## config.mk

```make
export PLATFORM = sky130hd
export DESIGN_NAME = color_permute_pipe
export DESIGN_NICKNAME = d
export VERILOG_FILES = /design/src/rtl/color_permute_pkg.sv /design/src/rtl/color_permute_pipe_cfg.sv /design/src/rtl/color_permute_pipe.sv
export SDC_FILE = /design/constraint.sdc
export NUM_CORES = 1
export LEC_CHECK = 0
export CORE_AREA = 2 2 77 109
export CTS_CLUSTER_DIAMETER = 120
export DETAILED_ROUTE_END_ITERATION = 12
export DIE_AREA = 0 0 79 111
export DONT_BUFFER_PORTS = 1
export MAX_ROUTING_LAYER = met4
export PLACE_DENSITY = 0.6
export SLEW_MARGIN = 5
export SYNTH_ARGS = -nofsm -noshare
export SYNTH_HDL_FRONTEND = slang
export SYNTH_HIERARCHICAL = 1
export SYNTH_SLANG_ARGS = --single-unit
```

## constraint.sdc

```tcl
create_clock -name iCLK -period 3.6 [get_ports iCLK]
set_input_delay 0.36 -clock iCLK [delete_from_list [all_inputs] [get_ports iCLK]]
set_output_delay 0.36 -clock iCLK [all_outputs]
set_load 0.01 [all_outputs]
```

## src/rtl/color_permute_pkg.sv

```systemverilog
// Shared types and helpers for the colour-permutation pipeline: permutation
// index encoding, switch modes and the per-bit channel mux.
package color_permute_pkg;

  localparam int unsigned PERM_W = 3;
  localparam int unsigned MODE_W = 2;
  localparam int unsigned SEL_W  = 3;
  localparam int unsigned SW_W   = 10;

  typedef logic [PERM_W-1:0] perm_t;

  typedef enum logic [MODE_W-1:0] {
    BYPASS  = 2'b00,
    DIRECT  = 2'b01,
    CASCADE = 2'b10,
    AUTO    = 2'b11
  } mode_t;

  localparam perm_t PERM_IDENTITY = 3'd0;
  localparam perm_t PERM_LAST     = 3'd5;

  // One bit-slice of an RGB pixel, named by output slot.
  typedef struct packed {
    logic r;
    logic g;
    logic b;
  } rgb_bit_t;

  // Net effect of the ordered swaps R<->B (sel[0]), G<->B (sel[1]), R<->G (sel[2]).
  function automatic perm_t cascade_to_perm(input logic [SEL_W-1:0] sel);
    perm_t p;
    p = PERM_IDENTITY;
    case (sel)
      3'b000:  p = 3'd0;
      3'b001:  p = 3'd2;
      3'b010:  p = 3'd1;
      3'b011:  p = 3'd3;
      3'b100:  p = 3'd5;
      3'b101:  p = 3'd4;
      3'b110:  p = 3'd3;
      3'b111:  p = 3'd1;
      default: p = PERM_IDENTITY;
    endcase
    return p;
  endfunction

  // Direct selection; out-of-range codes fall back to identity.
  function automatic perm_t direct_to_perm(input logic [SEL_W-1:0] sel);
    perm_t p;
    p = PERM_IDENTITY;
    if (sel <= PERM_LAST) begin
      p = perm_t'(sel);
    end
    return p;
  endfunction

  // Single-bit channel routing; callers iterate over their own channel width.
  function automatic rgb_bit_t perm_mux(input perm_t p, input logic r,
                                        input logic g, input logic b);
    rgb_bit_t o;
    o.r = r;
    o.g = g;
    o.b = b;
    case (p)
      3'd1: begin o.r = r; o.g = b; o.b = g; end
      3'd2: begin o.r = b; o.g = g; o.b = r; end
      3'd3: begin o.r = b; o.g = r; o.b = g; end
      3'd4: begin o.r = g; o.g = b; o.b = r; end
      3'd5: begin o.r = g; o.g = r; o.b = b; end
      default: begin o.r = r; o.g = g; o.b = b; end
    endcase
    return o;
  endfunction

endpackage

```

## src/rtl/color_permute_pipe_cfg.sv

```systemverilog
// Frame-synchronous configuration: detects the frame-start edge, latches mode
// and permutation, and runs the auto-cycle frame counter.
module perm_cfg_ctrl
  import color_permute_pkg::*;
#(
  parameter int unsigned CYCLE_FRAMES = 30
) (
  input  logic        clk_i,
  input  logic        rst_i,
  input  logic [1:0]  mode_sel_i,
  input  logic [2:0]  perm_sel_i,
  input  logic        vs_i,
  output logic [2:0]  perm_o,
  output logic [1:0]  mode_o
);

  localparam int unsigned FC_W = (CYCLE_FRAMES > 1) ? $clog2(CYCLE_FRAMES) : 1;
  localparam logic [FC_W-1:0] FC_LAST = FC_W'(CYCLE_FRAMES - 1);

  logic            vs_q;
  mode_t           mode_q, mode_d;
  perm_t           perm_q, perm_d;
  perm_t           ai_q, ai_d;
  logic [FC_W-1:0] fc_q, fc_d;
  logic            fs_c;
  mode_t           sw_mode_c;

  always_ff @(posedge clk_i) begin
    if (rst_i) begin
      vs_q   <= 1'b0;
      mode_q <= BYPASS;
      perm_q <= PERM_IDENTITY;
      ai_q   <= PERM_IDENTITY;
      fc_q   <= '0;
    end else begin
      vs_q   <= vs_i;
      mode_q <= mode_d;
      perm_q <= perm_d;
      ai_q   <= ai_d;
      fc_q   <= fc_d;
    end
  end

  // Config only moves on a frame-start edge; fc/ai restart whenever auto is (re)entered or left.
  always_comb begin
    fs_c      = vs_i & ~vs_q;
    sw_mode_c = mode_t'(mode_sel_i);
    mode_d    = mode_q;
    perm_d    = perm_q;
    ai_d      = ai_q;
    fc_d      = fc_q;
    if (fs_c) begin
      mode_d = sw_mode_c;
      ai_d   = PERM_IDENTITY;
      fc_d   = '0;
      case (sw_mode_c)
        BYPASS:  perm_d = PERM_IDENTITY;
        DIRECT:  perm_d = direct_to_perm(perm_sel_i);
        CASCADE: perm_d = cascade_to_perm(perm_sel_i);
        AUTO: begin
          if (mode_q == AUTO) begin
            if (fc_q == FC_LAST) begin
              fc_d = '0;
              ai_d = (ai_q == PERM_LAST) ? PERM_IDENTITY : ai_q + PERM_W'(1);
            end else begin
              fc_d = fc_q + FC_W'(1);
              ai_d = ai_q;
            end
          end
          perm_d = ai_d;
        end
        default: perm_d = PERM_IDENTITY;
      endcase
    end
  end

  assign perm_o = perm_q;
  assign mode_o = mode_q;

endmodule

```

## src/rtl/color_permute_pipe.sv

```systemverilog
// Two-stage RGB channel permutation pipeline; the permutation index rides with
// each pixel so in-flight pixels are never affected by a config change.
module color_permute_pipe
  import color_permute_pkg::*;
#(
  parameter int unsigned DATA_W       = 10,
  parameter int unsigned CYCLE_FRAMES = 30
) (
  input  logic              iCLK,
  input  logic              iRST,
  input  logic [9:0]        iSW,
  input  logic              iVS,
  input  logic              iDVAL,
  input  logic [DATA_W-1:0] iRed,
  input  logic [DATA_W-1:0] iGreen,
  input  logic [DATA_W-1:0] iBlue,
  output logic              oDVAL,
  output logic [DATA_W-1:0] oRed,
  output logic [DATA_W-1:0] oGreen,
  output logic [DATA_W-1:0] oBlue,
  output logic [2:0]        oPerm
);

  logic [2:0]        cfg_perm;
  logic [1:0]        cfg_mode;
  logic              sw_unused;

  logic              s1_valid_q;
  logic [DATA_W-1:0] s1_red_q, s1_green_q, s1_blue_q;
  perm_t             s1_perm_q, s1_perm_d;

  logic              s2_valid_q;
  logic [DATA_W-1:0] s2_red_q, s2_green_q, s2_blue_q;
  logic [DATA_W-1:0] s2_red_d, s2_green_d, s2_blue_d;
  rgb_bit_t          px_bit;

  assign sw_unused = ^iSW[7:3];

  perm_cfg_ctrl #(
    .CYCLE_FRAMES(CYCLE_FRAMES)
  ) u_cfg (
    .clk_i      (iCLK),
    .rst_i      (iRST),
    .mode_sel_i (iSW[9:8]),
    .perm_sel_i (iSW[2:0]),
    .vs_i       (iVS),
    .perm_o     (cfg_perm),
    .mode_o     (cfg_mode)
  );

  assign s1_perm_d = (mode_t'(cfg_mode) == BYPASS) ? PERM_IDENTITY : perm_t'(cfg_perm);

  // Stage 1: capture pixel together with the permutation in force this cycle.
  always_ff @(posedge iCLK) begin
    if (iRST) begin
      s1_valid_q <= 1'b0;
      s1_red_q   <= '0;
      s1_green_q <= '0;
      s1_blue_q  <= '0;
      s1_perm_q  <= PERM_IDENTITY;
    end else begin
      s1_valid_q <= iDVAL;
      s1_red_q   <= iRed;
      s1_green_q <= iGreen;
      s1_blue_q  <= iBlue;
      s1_perm_q  <= s1_perm_d;
    end
  end

  always_comb begin
    s2_red_d   = '0;
    s2_green_d = '0;
    s2_blue_d  = '0;
    px_bit     = '0;
    for (int i = 0; i < int'(DATA_W); i++) begin
      px_bit        = perm_mux(s1_perm_q, s1_red_q[i], s1_green_q[i], s1_blue_q[i]);
      s2_red_d[i]   = px_bit.r;
      s2_green_d[i] = px_bit.g;
      s2_blue_d[i]  = px_bit.b;
    end
  end

  // Stage 2: registered permuted output.
  always_ff @(posedge iCLK) begin
    if (iRST) begin
      s2_valid_q <= 1'b0;
      s2_red_q   <= '0;
      s2_green_q <= '0;
      s2_blue_q  <= '0;
    end else begin
      s2_valid_q <= s1_valid_q;
      s2_red_q   <= s2_red_d;
      s2_green_q <= s2_green_d;
      s2_blue_q  <= s2_blue_d;
    end
  end

  assign oDVAL  = s2_valid_q;
  assign oRed   = s2_red_q;
  assign oGreen = s2_green_q;
  assign oBlue  = s2_blue_q;
  assign oPerm  = cfg_perm;

endmodule

```

Word level (Yosys, flattened, before mapping) --
Memory sizes are Yosys's and may differ from the RTL's. Index checks and enable logic that the tools add are counted.
Storage, ports and cells: flip-flop bits (word level) 79, ROM bits 24, input port bits 44, output and inout port bits 34, word-level logic and storage cells 53, memories kept 1
Cells by class: add/subtract/negate cells 2, $lt $le $gt $ge 1, eq/ne operators 11, multiplexer cells 19, bitwise gates (word level) 2, reductions and logical operators 3
Memories:
- (name not given) | depth 8, width 3, read ports 1, clocked after Yosys merged registers in 0, wr ports 0, RTL line color_permute_pkg.sv:33 | case (sel)
Operators with widths (number):
- 3-bit case mux with 5 select lines | 10
- 3-bit 2-to-1 mux | 5
- 5-bit 2-to-1 mux | 3
- 3-bit case mux with 4 select lines | 1
- 3-bit == test (second input constant) | 3
- 2-bit == test (second input constant) | 3
- 3-bit by 2-bit == test with 1-bit output (second input constant) | 2
- 5-bit by 1-bit adder with 5-bit output (second input constant) | 1
- 5-bit == test (second input constant) | 1
- 2-bit logical NOT | 2
- 3-bit by 1-bit adder with 3-bit output (second input constant) | 1
- 3-bit by 1-bit == test with 1-bit output (second input constant) | 1
- 3-bit less-or-equal comparator (second input constant) | 1
- 2-bit by 1-bit == test with 1-bit output (second input constant) | 1
- 2-bit OR reduction | 1
- 1-bit AND | 1
- 1-bit inverter | 1

Depth between registers and ports, before layout --
word-level depth 5, gate-level depth with buffers 7

Hierarchy --
The synthesis kept the hierarchy.
By module, submodules not included:
- color_permute_pipe | instances 1, cells each 262, area each 2683.8 µm²
- perm_cfg_ctrl | instances 1, cells each 90, area each 742.0 µm²

Least setup slack after synthesis --
OpenSTA, ideal clock, no wires.
path type reg-to-reg, start reg u_cfg.fc_q[0], end reg u_cfg.perm_q[2], in the netlist u_cfg/perm_o[2], library setup time 0.067 ns, arrival 1.451 ns, required time 3.533 ns, slack 2.082 ns, stages on the path, launching flop included 6, period minus slack after synthesis 1.518 ns, path through dfxtp_1 > ha_1 > nand4_1 > or4_1 > a211o_1 > a21oi_2
On the way: longest elaborated chain between the ends 4
Ends and longest elaborated chain:
- start, declared | RTL line color_permute_pipe_cfg.sv:24 | logic [FC_W-1:0] fc_q, fc_d;
- start signal, assigned | RTL line color_permute_pipe_cfg.sv:34 | fc_q <= '0;
- start signal, assigned | RTL line color_permute_pipe_cfg.sv:40 | fc_q <= fc_d;
- 5-bit == test | RTL line color_permute_pipe_cfg.sv:62 | if (fc_q == FC_LAST) begin
- 3-bit 2-to-1 mux | RTL line color_permute_pipe_cfg.sv:62
- 3-bit 2-to-1 mux | RTL line color_permute_pipe_cfg.sv:61 | if (mode_q == AUTO) begin
- 3-bit case mux with 4 select lines | RTL line color_permute_pipe_cfg.sv:56 | case (sw_mode_c)
- end signal, assigned | RTL line color_permute_pipe_cfg.sv:38 | perm_q <= perm_d;
- end, declared | RTL line color_permute_pipe_cfg.sv:22 | perm_t perm_q, perm_d;
No other way between the ends. A chain may end at the register's enable or synchronous reset.

Worst setup path in the final report --
start reg s1_perm_q[1], end reg s2_blue_q[2], in the netlist oBlue[2]
On the way: longest elaborated chain between the ends 2, elaborated cells between the ends (all ways) 6, classes of those cells eq/ne (5); mux (1)
Ends and longest elaborated chain:
- start, declared | RTL line color_permute_pipe.sv:30 | perm_t s1_perm_q, s1_perm_d;
- start signal, assigned | RTL line color_permute_pipe.sv:66 | s1_perm_q <= s1_perm_d;
- 3-bit == test, or another cell as far along | RTL line color_permute_pkg.sv:64 | case (p)
- 3-bit case mux with 5 select lines (*) | RTL line color_permute_pkg.sv:64
- end signal, assigned | RTL line color_permute_pipe.sv:94 | s2_blue_q <= s2_blue_d;
- end, declared | RTL line color_permute_pipe.sv:33 | logic [DATA_W-1:0] s2_red_q, s2_green_q, s2_blue_q;
Every way passes the cells marked *; elsewhere a longest branch is shown, timed or not.

==> results.yml <==
status:
  status: "complete, no violations"
place:
  io_buffer_count: 0
  placed_area_sq_mm: 0.00342
  place_ws_ns: 1.51
  dp_hpwl_microns: 5100
  routabilityCongestion: 0.822
timing:
  maxSlewHeadroom: 0.501
  layout_min_cycle_time_ns: 2.04
  setup_slack_ns: 1.56
  skew_ns: 0.00750
  final.setup.tns_ns: 0
  drv_slew: 0
  rsz0062_at_grt: "false"
  setup_violations: 0
  clock.fmax_mhz: 489
  period_share: 0.568
  tightest_slew_ns: 0.746
  hold_viol: 0
power:
  power_frac_seq: 0.518
  swShare: 0.227
  vdd_drop_max_mv: 0.236
  power_frac_comb: 0.042
  pwr-share-clk: 0.440
  p_per_area_mw_per_mm2: 499
  p_sw_uw: 416
  power.internal_uw: 1420
  leakagePower_uw: 0.00127
routing:
  ant_nets: 0
  drt-initial-drc-count: 226
  wl_microns: 7410
  num_vias: 2539
  wl_per_cell_microns: 16.7
  drc_errors: 0
  first_pass_iters: 5
  vias_per_cell: 5.72
yosys:
  synth_area_leaders: "dfxtp_1, nor2b_1, mux2i_1, o32ai_1, a211oi_1"
  synth_top_area_frac: 0.462
  synth_ff_type: "dfxtp_1"
  syn-cell-area_sq_mm: 0.00343
  synth.distinct_cells: 45
  synthArstFlopShare: 0
  syn-num-nets: 398
  avgSynthCellArea_sq_um: 9.73
  ys_seq_area_frac: 0.462
  yosysWarnings: 6
  ys_ff_latch: 79
  synth_edf_count: 0
  synth_area_leader_cell: "dfxtp_1"
  syn_inst: 352
die:
  io-pin-count: 78
  start_util: 0.433
  fp.dieH_microns: 111
  fp.dieArea_sq_mm: 0.00877
  rows: 39
  core_sq_mm: 0.00791
  die_w_microns: 79
global_route:
  grt_pass1_wl_microns: 12100
  grt_pass1_vias: 2404
  grt_usage: 0.181
  grt-ovfl-total: 0
  antenna_found_initial: 0
  grt_max_degree: 77
worst_setup_path:
  critical_path_class: "flip-flop to flip-flop"
  cp-end-kind: "flip-flop"
  cp.required_ns: 3.81
  arrival_ns: 2.26
  path_max_fanout: 20
  start_kind: "flip-flop"
clock_network:
  clk_pin_slew_worst_paths_ns: 0.06
  h-tree-depth: 3
  cts_hold_buf: 0
  cts-buffers-inserted: 9
  postCtsResizedCells: 0
  clock-sinks: 79
  tritoncts: "built"
  cts-root-buf: "clkbuf_16"
  clk_latency_ns: 0.34
  cts_setup_buffers: 0
  ctsLongestPathBuffers: 2
worst_hold_path:
  worstHoldPathType: "primary input to flip-flop"
final_layout:
  final_common_cell: "dfxtp_1"
  antennaDiodeCount: 0
  final_area_sq_mm: 0.00369
  final_cell_mix: "dfxtp_1, nor2b_1, nor2_1, mux2i_1, a211oi_1"
  fillers: 775
  area_growth_pct: 7.60
  nets: 383
  drive_above_1_share: 0.0819
flow_run:
  maxCapViolCount: 0
[cell type report]
cell class,instances,area [sq um],area share
clock buffers,11,233,0.0631
clock inverters,5,35.0,0.00950
inverters,3,11.3,0.00305
multi-input cells,242,1680,0.456
flip-flops and latches,79,1580,0.429
well taps,102,128,0.0346
repair buffers,2,15.0,0.00407
[final timing paths]
check | from | end | slack (ns) | cells after the start
setup / recovery | s1_perm_q[1] | oBlue[2] | 1.56 | 4
hold / removal | iRST | u_cfg/fc_q[0] | 0.08 | 1
setup reg to reg | s1_perm_q[1] | oBlue[2] | 1.56 | 4
hold reg to reg | s1_valid_q | oDVAL | 0.44 | 1
[registers in the layout, summed over array words and instances (netlist names)]
name,flops
u_cfg/fc_q,5
oBlue,10
s1_valid_q,1
s1_perm_q,3
oDVAL,1
oGreen,10
s1_red_q,10
oRed,10
u_cfg/ai_q,3
u_cfg/vs_q,1
s1_green_q,10
u_cfg/mode_o,2
u_cfg/perm_o,3
s1_blue_q,10
[worst max-delay path, cell delays in order, from the launching register on]
cell     delay [ns]
dfxtp_1        0.72
buf_4          0.33
nor2_1         0.21
a22o_1         0.31
nor4_1         0.36
[stage by stage]
step | util | std cells | total power (uW) | hold WS, ns
2_1_floorplan | - | 352 | 1040 | 0.414
3_3_place_gp | 0.432 | 428 | 1050 | 0.418
3_5_place_dp | 0.432 | 428 | 1050 | 0.430
4_1_cts | 0.466 | 444 | 1860 | 0.0790
5_1_grt | 0.466 | 444 | 1910 | 0.0791
6_report | 0.466 | 444 | 1840 | 0.0833
[cell usage after synthesis (2+ instances only)]
cell type,instances
dfxtp_1,79
o21bai_1,10
mux2i_1,21
o21ai_1,3
and2_1,3
clkbuf_1,14
nand4_1,3
buf_6,2
nor4_2,6
nor3_1,11
a22o_1,10
a21oi_1,10
nand3b_1,2
nand2_1,9
a211oi_1,21
buf_2,9
nor2_1,31
ha_1,2
inv_1,2
nand2b_1,2
nand3_1,2
nor2b_1,46
o32ai_1,20
xnor2_1,2
nor4_1,7
xor2_1,3
a221oi_1,2
o21ai_0,3
[kinds of logic (layout without fill, tap and decap cells)]
family          count (synthesis)  after routing  synth area share
mux                            21             21            0.0614
buf+inv                        31             21            0.0475
flops                          79             79             0.462
compound gates                 83             83             0.183
simple gates                  130            130             0.221
xor+xnor                        6              6            0.0175
fa+ha+maj                       2              2           0.00730
[power groups by stage]
stage / clock network [uW] / logic [uW] / registers, uW
global route: 863 / 87.8 / 956
detailed placement: 0 / 78.9 / 970
finish: 809 / 77.9 / 951
floorplan: 0 / 80.4 / 959
global placement: 0 / 77.2 / 969
CTS: 828 / 79.1 / 951
[layer usage]
layer | routed length, microns | vias up | global-route usage
li1 | - | 1257 | -
met1 | 3220 | 1190 | 0.225
met2 | 3580 | 80 | 0.272
met3 | 437 | 12 | 0.0383
met4 | 165 | 0 | 0.102
met5 | 0 | - | -
(Power assumes the default switching activity.)
